==> src/rtl/cc_pkg.sv <==
// Shared cache-controller definitions: miss address slicing, AXI read-burst
// constants and the miss request FSM state type.
package cc_pkg;

  localparam int unsigned ADDR_W = 32;

  // Miss byte address layout: tag | index | word | byte
  localparam int unsigned TAG_MSB  = 31;
  localparam int unsigned TAG_LSB  = 15;
  localparam int unsigned IDX_MSB  = 14;
  localparam int unsigned IDX_LSB  = 6;
  localparam int unsigned WORD_MSB = 5;
  localparam int unsigned WORD_LSB = 3;

  // AXI read burst shape for one 64-byte line
  localparam logic [1:0]  AXI_BURST_WRAP = 2'b10;
  localparam logic [2:0]  AXI_SIZE_8B    = 3'b011;
  localparam int unsigned LINE_BEATS     = 8;

  typedef enum logic {
    S_IDLE,
    S_REQ
  } miss_state_t;

  // Critical-word address: keep tag/index/word, clear the byte offset.
  function automatic logic [ADDR_W-1:0] crit_word_addr(
    input logic [TAG_MSB:WORD_LSB] word_addr
  );
    return {word_addr[TAG_MSB:TAG_LSB],
            word_addr[IDX_MSB:IDX_LSB],
            word_addr[WORD_MSB:WORD_LSB],
            3'b000};
  endfunction

endpackage

==> src/rtl/cc_miss_request_unit_if.sv <==
// Miss request unit bus bundle: pipeline miss handshake, miss-address FIFO
// push port, AXI AR channel, R-channel retire monitor and busy flag.
// Signal suffixes are relative to the miss request unit.
//   master : the miss request unit
//   slave  : its environment (pipeline, FIFO, memory)
interface cc_miss_request_unit_if
  import cc_pkg::*;
#(
  parameter int unsigned ID_W = 4
);

  // Pipeline miss handshake
  logic              miss_valid_i;
  logic [ADDR_W-1:0] miss_addr_i;
  logic              miss_ready_o;

  // Miss-address FIFO push port
  logic              miss_addr_fifo_full_i;
  logic              miss_addr_fifo_wren_o;
  logic [ADDR_W-1:0] miss_addr_fifo_wdata_o;

  // AXI AR channel
  logic [ID_W-1:0]   mem_arid_o;
  logic [ADDR_W-1:0] mem_araddr_o;
  logic [3:0]        mem_arlen_o;
  logic [2:0]        mem_arsize_o;
  logic [1:0]        mem_arburst_o;
  logic              mem_arvalid_o;
  logic              mem_arready_i;

  // AXI R channel monitor
  logic              mem_rvalid_i;
  logic              mem_rready_i;
  logic              mem_rlast_i;

  logic              busy_o;

  modport master (
    input  miss_valid_i, miss_addr_i, miss_addr_fifo_full_i,
           mem_arready_i, mem_rvalid_i, mem_rready_i, mem_rlast_i,
    output miss_ready_o, miss_addr_fifo_wren_o, miss_addr_fifo_wdata_o,
           mem_arid_o, mem_araddr_o, mem_arlen_o, mem_arsize_o,
           mem_arburst_o, mem_arvalid_o, busy_o
  );

  modport slave (
    output miss_valid_i, miss_addr_i, miss_addr_fifo_full_i,
           mem_arready_i, mem_rvalid_i, mem_rready_i, mem_rlast_i,
    input  miss_ready_o, miss_addr_fifo_wren_o, miss_addr_fifo_wdata_o,
           mem_arid_o, mem_araddr_o, mem_arlen_o, mem_arsize_o,
           mem_arburst_o, mem_arvalid_o, busy_o
  );

endinterface

==> src/rtl/cc_miss_request_unit.sv <==
// Cache-controller miss request unit. Accepts misses from the tag-compare
// pipeline, pushes the miss address into the miss-address FIFO and issues
// one 64-byte critical-word-first WRAP read burst per miss on AXI AR.
// Bounds line fills in flight to MAX_OUTSTANDING and back-pressures the
// pipeline.
// Ports:
//   clk   : clock
//   rst_n : synchronous active-low reset
//   bus   : cc_miss_request_unit_if.master (miss handshake, FIFO push,
//           AR channel, R retire monitor, busy_o)
module cc_miss_request_unit
  import cc_pkg::*;
#(
  parameter int unsigned MAX_OUTSTANDING = 2,
  parameter int unsigned ID_W            = 4,
  parameter int unsigned AR_ID           = 0
) (
  input  logic                   clk,
  input  logic                   rst_n,
  cc_miss_request_unit_if.master bus
);

  localparam int unsigned      CNT_W   = $clog2(MAX_OUTSTANDING + 1);
  localparam logic [CNT_W-1:0] CNT_MAX = CNT_W'(MAX_OUTSTANDING);
  localparam logic [CNT_W-1:0] CNT_ONE = CNT_W'(1);

  miss_state_t       state_q, state_d;
  logic              arvalid_q, arvalid_d;
  logic [ADDR_W-1:0] araddr_q, araddr_d;
  logic [CNT_W-1:0]  count_q;

  logic ready_c;
  logic accept_c;
  logic retire_c;

  // Ready only in IDLE with FIFO room and fill budget; held low during reset.
  assign ready_c  = rst_n && (state_q == S_IDLE) &&
                    !bus.miss_addr_fifo_full_i && (count_q < CNT_MAX);
  assign accept_c = bus.miss_valid_i && ready_c;

  // Last R beat retires a fill; a stray retire with nothing in flight is ignored.
  assign retire_c = bus.mem_rvalid_i && bus.mem_rready_i && bus.mem_rlast_i &&
                    (count_q != '0);

  // Next-state / AR request logic
  always_comb begin
    state_d   = state_q;
    arvalid_d = arvalid_q;
    araddr_d  = araddr_q;
    unique case (state_q)
      S_IDLE: begin
        if (accept_c) begin
          state_d   = S_REQ;
          arvalid_d = 1'b1;
          araddr_d  = crit_word_addr(bus.miss_addr_i[TAG_MSB:WORD_LSB]);
        end
      end
      S_REQ: begin
        // Address held until the slave takes it; arready only affects the next edge.
        if (bus.mem_arready_i) begin
          state_d   = S_IDLE;
          arvalid_d = 1'b0;
        end
      end
      default: begin
        state_d   = S_IDLE;
        arvalid_d = 1'b0;
      end
    endcase
  end

  // FSM and AR register
  always_ff @(posedge clk) begin
    if (!rst_n) begin
      state_q   <= S_IDLE;
      arvalid_q <= 1'b0;
      araddr_q  <= '0;
    end else begin
      state_q   <= state_d;
      arvalid_q <= arvalid_d;
      araddr_q  <= araddr_d;
    end
  end

  // Outstanding fill counter; simultaneous accept and retire cancel out.
  always_ff @(posedge clk) begin
    if (!rst_n) begin
      count_q <= '0;
    end else begin
      unique case ({accept_c, retire_c})
        2'b10:   count_q <= count_q + CNT_ONE;
        2'b01:   count_q <= count_q - CNT_ONE;
        default: count_q <= count_q;
      endcase
    end
  end

  // Pipeline and FIFO side
  assign bus.miss_ready_o           = ready_c;
  assign bus.miss_addr_fifo_wren_o  = accept_c;
  assign bus.miss_addr_fifo_wdata_o = accept_c ? bus.miss_addr_i : '0;

  // AR channel
  assign bus.mem_arid_o    = ID_W'(AR_ID);
  assign bus.mem_araddr_o  = araddr_q;
  assign bus.mem_arlen_o   = 4'(LINE_BEATS - 1);
  assign bus.mem_arsize_o  = AXI_SIZE_8B;
  assign bus.mem_arburst_o = AXI_BURST_WRAP;
  assign bus.mem_arvalid_o = arvalid_q;

  assign bus.busy_o = (count_q != '0);

endmodule

==> src/flat_wrapper.sv <==
// flat-port wrapper written by rule: the top's interface ports become plain ports
module cc_miss_request_unit_flat import cc_pkg::*;
#(
  parameter int unsigned MAX_OUTSTANDING = 2,
  parameter int unsigned ID_W            = 4,
  parameter int unsigned AR_ID           = 0
)
  (clk, rst_n, bus_miss_valid_i, bus_miss_addr_i, bus_miss_addr_fifo_full_i, bus_mem_arready_i, bus_mem_rvalid_i, bus_mem_rready_i, bus_mem_rlast_i, bus_miss_ready_o, bus_miss_addr_fifo_wren_o, bus_miss_addr_fifo_wdata_o, bus_mem_arid_o, bus_mem_araddr_o, bus_mem_arlen_o, bus_mem_arsize_o, bus_mem_arburst_o, bus_mem_arvalid_o, bus_busy_o);
  cc_miss_request_unit_if #(.ID_W(ID_W)) bus_i ();
  input  logic clk;
  input  logic rst_n;
  input wire logic [$bits(bus_i.miss_valid_i)-1:0] bus_miss_valid_i;
  input wire logic [$bits(bus_i.miss_addr_i)-1:0] bus_miss_addr_i;
  input wire logic [$bits(bus_i.miss_addr_fifo_full_i)-1:0] bus_miss_addr_fifo_full_i;
  input wire logic [$bits(bus_i.mem_arready_i)-1:0] bus_mem_arready_i;
  input wire logic [$bits(bus_i.mem_rvalid_i)-1:0] bus_mem_rvalid_i;
  input wire logic [$bits(bus_i.mem_rready_i)-1:0] bus_mem_rready_i;
  input wire logic [$bits(bus_i.mem_rlast_i)-1:0] bus_mem_rlast_i;
  output wire logic [$bits(bus_i.miss_ready_o)-1:0] bus_miss_ready_o;
  output wire logic [$bits(bus_i.miss_addr_fifo_wren_o)-1:0] bus_miss_addr_fifo_wren_o;
  output wire logic [$bits(bus_i.miss_addr_fifo_wdata_o)-1:0] bus_miss_addr_fifo_wdata_o;
  output wire logic [$bits(bus_i.mem_arid_o)-1:0] bus_mem_arid_o;
  output wire logic [$bits(bus_i.mem_araddr_o)-1:0] bus_mem_araddr_o;
  output wire logic [$bits(bus_i.mem_arlen_o)-1:0] bus_mem_arlen_o;
  output wire logic [$bits(bus_i.mem_arsize_o)-1:0] bus_mem_arsize_o;
  output wire logic [$bits(bus_i.mem_arburst_o)-1:0] bus_mem_arburst_o;
  output wire logic [$bits(bus_i.mem_arvalid_o)-1:0] bus_mem_arvalid_o;
  output wire logic [$bits(bus_i.busy_o)-1:0] bus_busy_o;
  assign bus_i.miss_valid_i = bus_miss_valid_i;
  assign bus_i.miss_addr_i = bus_miss_addr_i;
  assign bus_i.miss_addr_fifo_full_i = bus_miss_addr_fifo_full_i;
  assign bus_i.mem_arready_i = bus_mem_arready_i;
  assign bus_i.mem_rvalid_i = bus_mem_rvalid_i;
  assign bus_i.mem_rready_i = bus_mem_rready_i;
  assign bus_i.mem_rlast_i = bus_mem_rlast_i;
  assign bus_miss_ready_o = bus_i.miss_ready_o;
  assign bus_miss_addr_fifo_wren_o = bus_i.miss_addr_fifo_wren_o;
  assign bus_miss_addr_fifo_wdata_o = bus_i.miss_addr_fifo_wdata_o;
  assign bus_mem_arid_o = bus_i.mem_arid_o;
  assign bus_mem_araddr_o = bus_i.mem_araddr_o;
  assign bus_mem_arlen_o = bus_i.mem_arlen_o;
  assign bus_mem_arsize_o = bus_i.mem_arsize_o;
  assign bus_mem_arburst_o = bus_i.mem_arburst_o;
  assign bus_mem_arvalid_o = bus_i.mem_arvalid_o;
  assign bus_busy_o = bus_i.busy_o;
  cc_miss_request_unit #(.MAX_OUTSTANDING(MAX_OUTSTANDING), .ID_W(ID_W), .AR_ID(AR_ID)) u_core (.clk(clk), .rst_n(rst_n), .bus(bus_i));
endmodule
==> config.mk <==
export PLATFORM = sky130hd
export DESIGN_NAME = cc_miss_request_unit_flat
export DESIGN_NICKNAME = d
export VERILOG_FILES = /design/src/rtl/cc_pkg.sv /design/src/rtl/cc_miss_request_unit_if.sv /design/src/rtl/cc_miss_request_unit.sv /design/src/flat_wrapper.sv
export SDC_FILE = /design/constraint.sdc
export NUM_CORES = 1
export LEC_CHECK = 0
export CAP_MARGIN = 25
export CORE_MARGIN = 5
export CORE_UTILIZATION = 34
export CTS_BUF_LIST = sky130_fd_sc_hd__clkbuf_8
export CTS_CLUSTER_DIAMETER = 60
export DETAILED_ROUTE_END_ITERATION = 8
export HOLD_SLACK_MARGIN = 0.02
export MAX_ROUTING_LAYER = met4
export PLACE_DENSITY = 0.81
export SLEW_MARGIN = 5
export SYNTH_ARGS = -nofsm -noshare
export SYNTH_HDL_FRONTEND = slang
export SYNTH_SLANG_ARGS = --single-unit
==> constraint.sdc <==
create_clock -name clk -period 2.7 [get_ports clk]
set_input_delay 0.27 -clock clk [delete_from_list [all_inputs] [get_ports clk]]
set_output_delay 0.27 -clock clk [all_outputs]
set_load 0.05 [all_outputs]
# Yosys cells after proc, flatten, opt, wreduce, memory -nomap -nowiden

Cells that the tools add are included.

Register bits: 33
Input bits: 40
Output and inout bits: 81
Word-level logic and storage cells: 32

Add/sub/neg operators: 2
Order comparisons: 1
Equal/unequal tests: 4
Mux-type cells: 8
Bitwise gates (word level): 1
Reductions and logical operators: 12

Operators by type and width:

| operator                                              | count |
|---|---|
| two-way mux 32 bit                                    | 1 |
| logical AND 1 bit                                     | 7 |
| two-way mux 1 bit                                     | 4 |
| one-hot mux 1 bit (2 select lines)                    | 2 |
| one-hot mux 2 bit (2 select lines)                    | 1 |
| AND reduction 2 bit                                   | 2 |
| nonzero test 2 bit                                    | 2 |
| adder 2 x 1 -> 2 bit, second input constant           | 1 |
| == test 2 x 1 -> 1 bit, second input constant         | 1 |
| == test 2 bit, second input constant                  | 1 |
| less-than comparator 2 bit, second input constant     | 1 |
| inequality test 2 x 1 -> 1 bit, second input constant | 1 |
| inequality test 2 bit, second input constant          | 1 |
| subtractor 2 x 1 -> 2 bit, second input constant      | 1 |
| zero test 1 bit                                       | 1 |
| NOT 1 bit                                             | 1 |

# Depth between registers and ports, before layout

Word-level depth: 7
Mapped depth: 8
Depth with buffers taken out: 6

# Least setup slack after synthesis

OpenSTA, ideal clock, no wires.

Path type: reg-to-reg
From: register u_core.count_q[1]
To: register u_core.count_q[1]
Data arrival time: 1.889 ns
Required time: 2.630 ns
Path slack: 0.741 ns
Cell stages (with the launch flop): 7
Path buffers: 1
Period minus slack after synthesis: 1.959 ns
Path through: dfxtp_1 -> nor4b_4 -> nand2_4 -> buf_6 -> ha_1 -> or3_1 -> a21boi_1

Cells in the longest elaborated chain, start to end: 5

RTL lines:

| item                                                                            | RTL line                   | text |
|---|---|---|
| start, declared                                                                 | cc_miss_request_unit.sv:30 | `logic [CNT_W-1:0] count_q;` |
| start signal, assigned                                                          | cc_miss_request_unit.sv:91 | `2'b10: count_q <= count_q + CNT_ONE;` |
| start signal, assigned                                                          | cc_miss_request_unit.sv:92 | `2'b01: count_q <= count_q - CNT_ONE;` |
| start signal, assigned                                                          | cc_miss_request_unit.sv:93 | `default: count_q <= count_q;` |
| less-than comparator 2 bit                                                      | cc_miss_request_unit.sv:38 | `!bus.miss_addr_fifo_full_i && (count_q < CNT_MAX);` |
| logical AND 1 bit                                                               | cc_miss_request_unit.sv:38 |  |
| logical AND 1 bit                                                               | cc_miss_request_unit.sv:39 | `assign accept_c = bus.miss_valid_i && ready_c;` |
| == test 2 x 1 -> 1 bit / == test 2 bit (equally long branches)                  | cc_miss_request_unit.sv:90 | `unique case ({accept_c, retire_c})` |
| one-hot mux 2 bit (2 select lines) / nonzero test 2 bit (equally long branches) | n/a                        |  |

Parallel ways exist; a longest one is shown, timed or not.
A chain may end at the register's enable or synchronous reset.

# Final worst setup path

From: input bus_miss_addr_fifo_full_i
To: output bus_miss_addr_fifo_wdata_o[10]

Cells in the longest elaborated chain, start to end: 5

RTL lines:

| item               | RTL line                    | text |
|---|---|---|
| start, declared    | flat_wrapper.sv:14          | `input wire logic [$bits(bus_i.miss_addr_fifo_full_i)-1:0] bus_miss_addr_fifo_full_i;` |
| zero test 1 bit    | cc_miss_request_unit.sv:38  |  |
| logical AND 1 bit  | cc_miss_request_unit.sv:37  | `assign ready_c = rst_n && (state_q == S_IDLE) &&` |
| logical AND 1 bit  | cc_miss_request_unit.sv:38  |  |
| logical AND 1 bit  | cc_miss_request_unit.sv:39  |  |
| two-way mux 32 bit | cc_miss_request_unit.sv:101 | `assign bus.miss_addr_fifo_wdata_o = accept_c ? bus.miss_addr_i : '0;` |
| end, declared      | flat_wrapper.sv:21          | `output wire logic [$bits(bus_i.miss_addr_fifo_wdata_o)-1:0] bus_miss_addr_fifo_wdata_o;` |

No other way between the ends.

==> flow_summary.json <==
{
  "status": "finished clean",
  "crit_type": "primary input to output port",
  "drive_gt1_share_pct": 29.39,
  "rrSetupSlack_ns": 0.96,
  "final_cell_mix": "70 x clkdlybuf4s50_1, 34 x buf_12, 33 x dfxtp_1",
  "cts_tree": "done",
  "finalMaxSlewViolations": 0,
  "setup.worst_path.start": "bus_miss_addr_fifo_full_i",
  "slowest_delay_ns": 0.44,
  "ys_types": 21,
  "setup_tns_ns": 0,
  "dp.cells": 289,
  "synth_area_sq_um": 1578,
  "antenna_found_initial": 0,
  "grt_overflow": 0,
  "wl_mm": 4.909,
  "ant_nets": 0,
  "mostFrequentLayoutCell": "clkdlybuf4s50_1",
  "wl_per_cell_microns": 16.53,
  "grt_pass1_wl_mm": 7.659,
  "min_from": "u_core.bus.mem_arvalid_o$_SDFFE_PN0P_",
  "areaGrowthSynthToFinish_pct": 90.48,
  "cts_sinks": 33,
  "synthTopCellsByArea": "dfxtp_1 42%, a31o_1 16%, and3_4 14%",
  "die_h_microns": 78.12,
  "cts.reportedPaths.clkPinSlew_ns": 0.07,
  "io_buffer_count": 104,
  "clk_latency_ns": 0.27,
  "io_pins": 121,
  "power.internal_uw": 930.4,
  "clockRootBuffer": "clkbuf_8",
  "die_x_microns": 78.12,
  "dpl_cell_area_sq_um": 2904,
  "cp_slowest_cell": "clkdlybuf4s50_1",
  "synth_area_per_cell_sq_um": 11.11,
  "vias": 1442,
  "hold_buffers": 0,
  "leakagePower_uw": 0.001239,
  "htree_num_levels": 2,
  "avgViaCountPerCell": 4.855,
  "synth_warnings": 0,
  "fill_cells": 347,
  "drc": 0,
  "hold_viol": 0,
  "hpwl_mm": 3.817,
  "core_area_sq_um": 4414,
  "powerDensity_nw_per_um2": 460.9,
  "p_sw_share_pct": 32.84,
  "power_switching_uw": 454.9,
  "cts_setup_buffers": 0,
  "start_util_pct": 35.74,
  "setup_viol_count_final": 0,
  "first_pass_iters": 4,
  "fmax_ghz": 0.4763,
  "worst_ep_arrival_time_ns": 1.83,
  "gp_congestion": 0.7579,
  "worstMarginPinSlew_ns": 0.5257,
  "start_kind": "primary input",
  "finalCriticalPeriod_ns": 2.099,
  "synth_seq_cells": 33,
  "fin_cells": 297,
  "crit_required_ns": 2.43,
  "detail_route.iter0.violations": 21,
  "power_frac_comb_pct": 33.0,
  "synthCells": 142,
  "hold_slack_ns": 0.4701,
  "yosysSeqAreaShare_pct": 41.87,
  "grt_usage_pct": 15.95,
  "diodes": 0,
  "synth_largest_area_cell": "dfxtp_1",
  "finClkSkew_ns": 0.002159,
  "seq_power_share_pct": 38.1,
  "min_path_type": "register to register",
  "cts_buffers": 5,
  "grt_pass1_vias": 1477,
  "r2r-start": "u_core.count_q[0]$_SDFFE_PN0P_",
  "crit_chain": "clkdlybuf4s50_1 > nor4b_4 > buf_4 > and3_1 > buf_12",
  "slew_headroom_pct": 64.84,
  "ir_drop_uv": 323.0,
  "finalInstanceArea_sq_um": 3005,
  "synth_top_area_share_pct": 41.87,
  "post_cts_resized": 0,
  "fin_crit_sh_pct": 77.76,
  "clockBufferDepth": 2,
  "rsz0062_at_grt": "no",
  "crit_path_end_kind": "output port",
  "rows": 24,
  "maxCapViolations": 0,
  "cp_max_fo": 19,
  "fin_nets": 285,
  "dieArea_sq_um": 6103,
  "clock_power_share_pct": 28.8,
  "grt_max_degree": 34
}
[final cells by class]
cell class | instances | area (sq um) | area share, %
clock buffers | 7 | 96.34 | 3.206
repair buffers | 110 | 1426 | 47.46
inverters | 1 | 3.754 | 0.1249
clock inverters | 1 | 5.005 | 0.1665
flip-flops and latches | 33 | 660.6 | 21.98
well taps | 52 | 65.06 | 2.165
multi-input cells | 93 | 748.2 | 24.90
[through the flow]
| stage | worst slack (ns) | total power [uW] | utilization [%] |
|---|---|---|---|
| after detailed placement | 0.5872 | 1000 | 65.79 |
| after floorplan | 0.7412 | 828.8 | - |
| after global placement | 0.6490 | 993.8 | 65.79 |
| after CTS | 0.5891 | 1406 | 68.08 |
| after global routing | 0.5196 | 1449 | 68.08 |
| final | 0.6006 | 1385 | 68.08 |
[power groups by stage]
| stage | logic (uW) | registers (uW) | clock network (uW) |
|---|---|---|---|
| after global placement | 456 | 538 | 0 |
| final | 458 | 528 | 399 |
| after CTS | 461 | 529 | 416 |
| after floorplan | 204 | 624 | 0 |
| after detailed placement | 460 | 540 | 0 |
| after global routing | 475 | 532 | 441 |
[registers in the layout, indices dropped and copies added (netlist names)]
register / flops
u_core.state_q: 1
u_core.bus.mem_arvalid_o: 1
u_core.bus.mem_araddr_o: 29
u_core.count_q: 2
[cells by family (layout without fill, tap and decap cells)]
group / after synthesis / in the layout / synth area share [%]
fa+ha+maj: 1 / 1 / 0.7929
flops: 33 / 33 / 41.87
simple gates: 41 / 41 / 23.87
compound gates: 33 / 33 / 17.84
buf+inv: 30 / 119 / 14.04
xor+xnor: 2 / 2 / 1.110
other cells: 2 / 16 / 0.4760
[layer usage]
layer	wire, microns	track usage (%)	part of all wire, %
met1	1983	17.88	40
met2	2397	27.57	49
met3	506	5.950	10
met4	22	2.365	0.45
met5	0	-	0
[worst paths after layout]
path	endpoint	cells after the start
min	u_core.bus.mem_arvalid_o$_SDFFE_PN0P_	2
min reg2reg	u_core.bus.mem_arvalid_o$_SDFFE_PN0P_	2
max reg2reg	u_core.count_q[1]$_SDFFE_PN0P_	5
max	bus_miss_addr_fifo_wdata_o[10]	5
[synth_stat cells]
cell,count
dfxtp_1,33
clkbuf_1,6
and4_1,1
nand2_1,2
xnor2_1,2
a21boi_1,3
nor4b_4,1
inv_2,1
nand2_4,1
buf_6,6
and2_1,1
a31o_1,29
or2_2,1
ha_1,1
or3_1,1
and3_4,20
o21ai_0,1
buf_4,17
and3_1,12
nand2b_1,1
conb_1,2
[worst max-delay path, delay by kind of cell]
family	cells	cell delay, ns
buf+inv	3	0.91
simple gates	2	0.64
No activity file was read; power rests on OpenSTA's default activity.
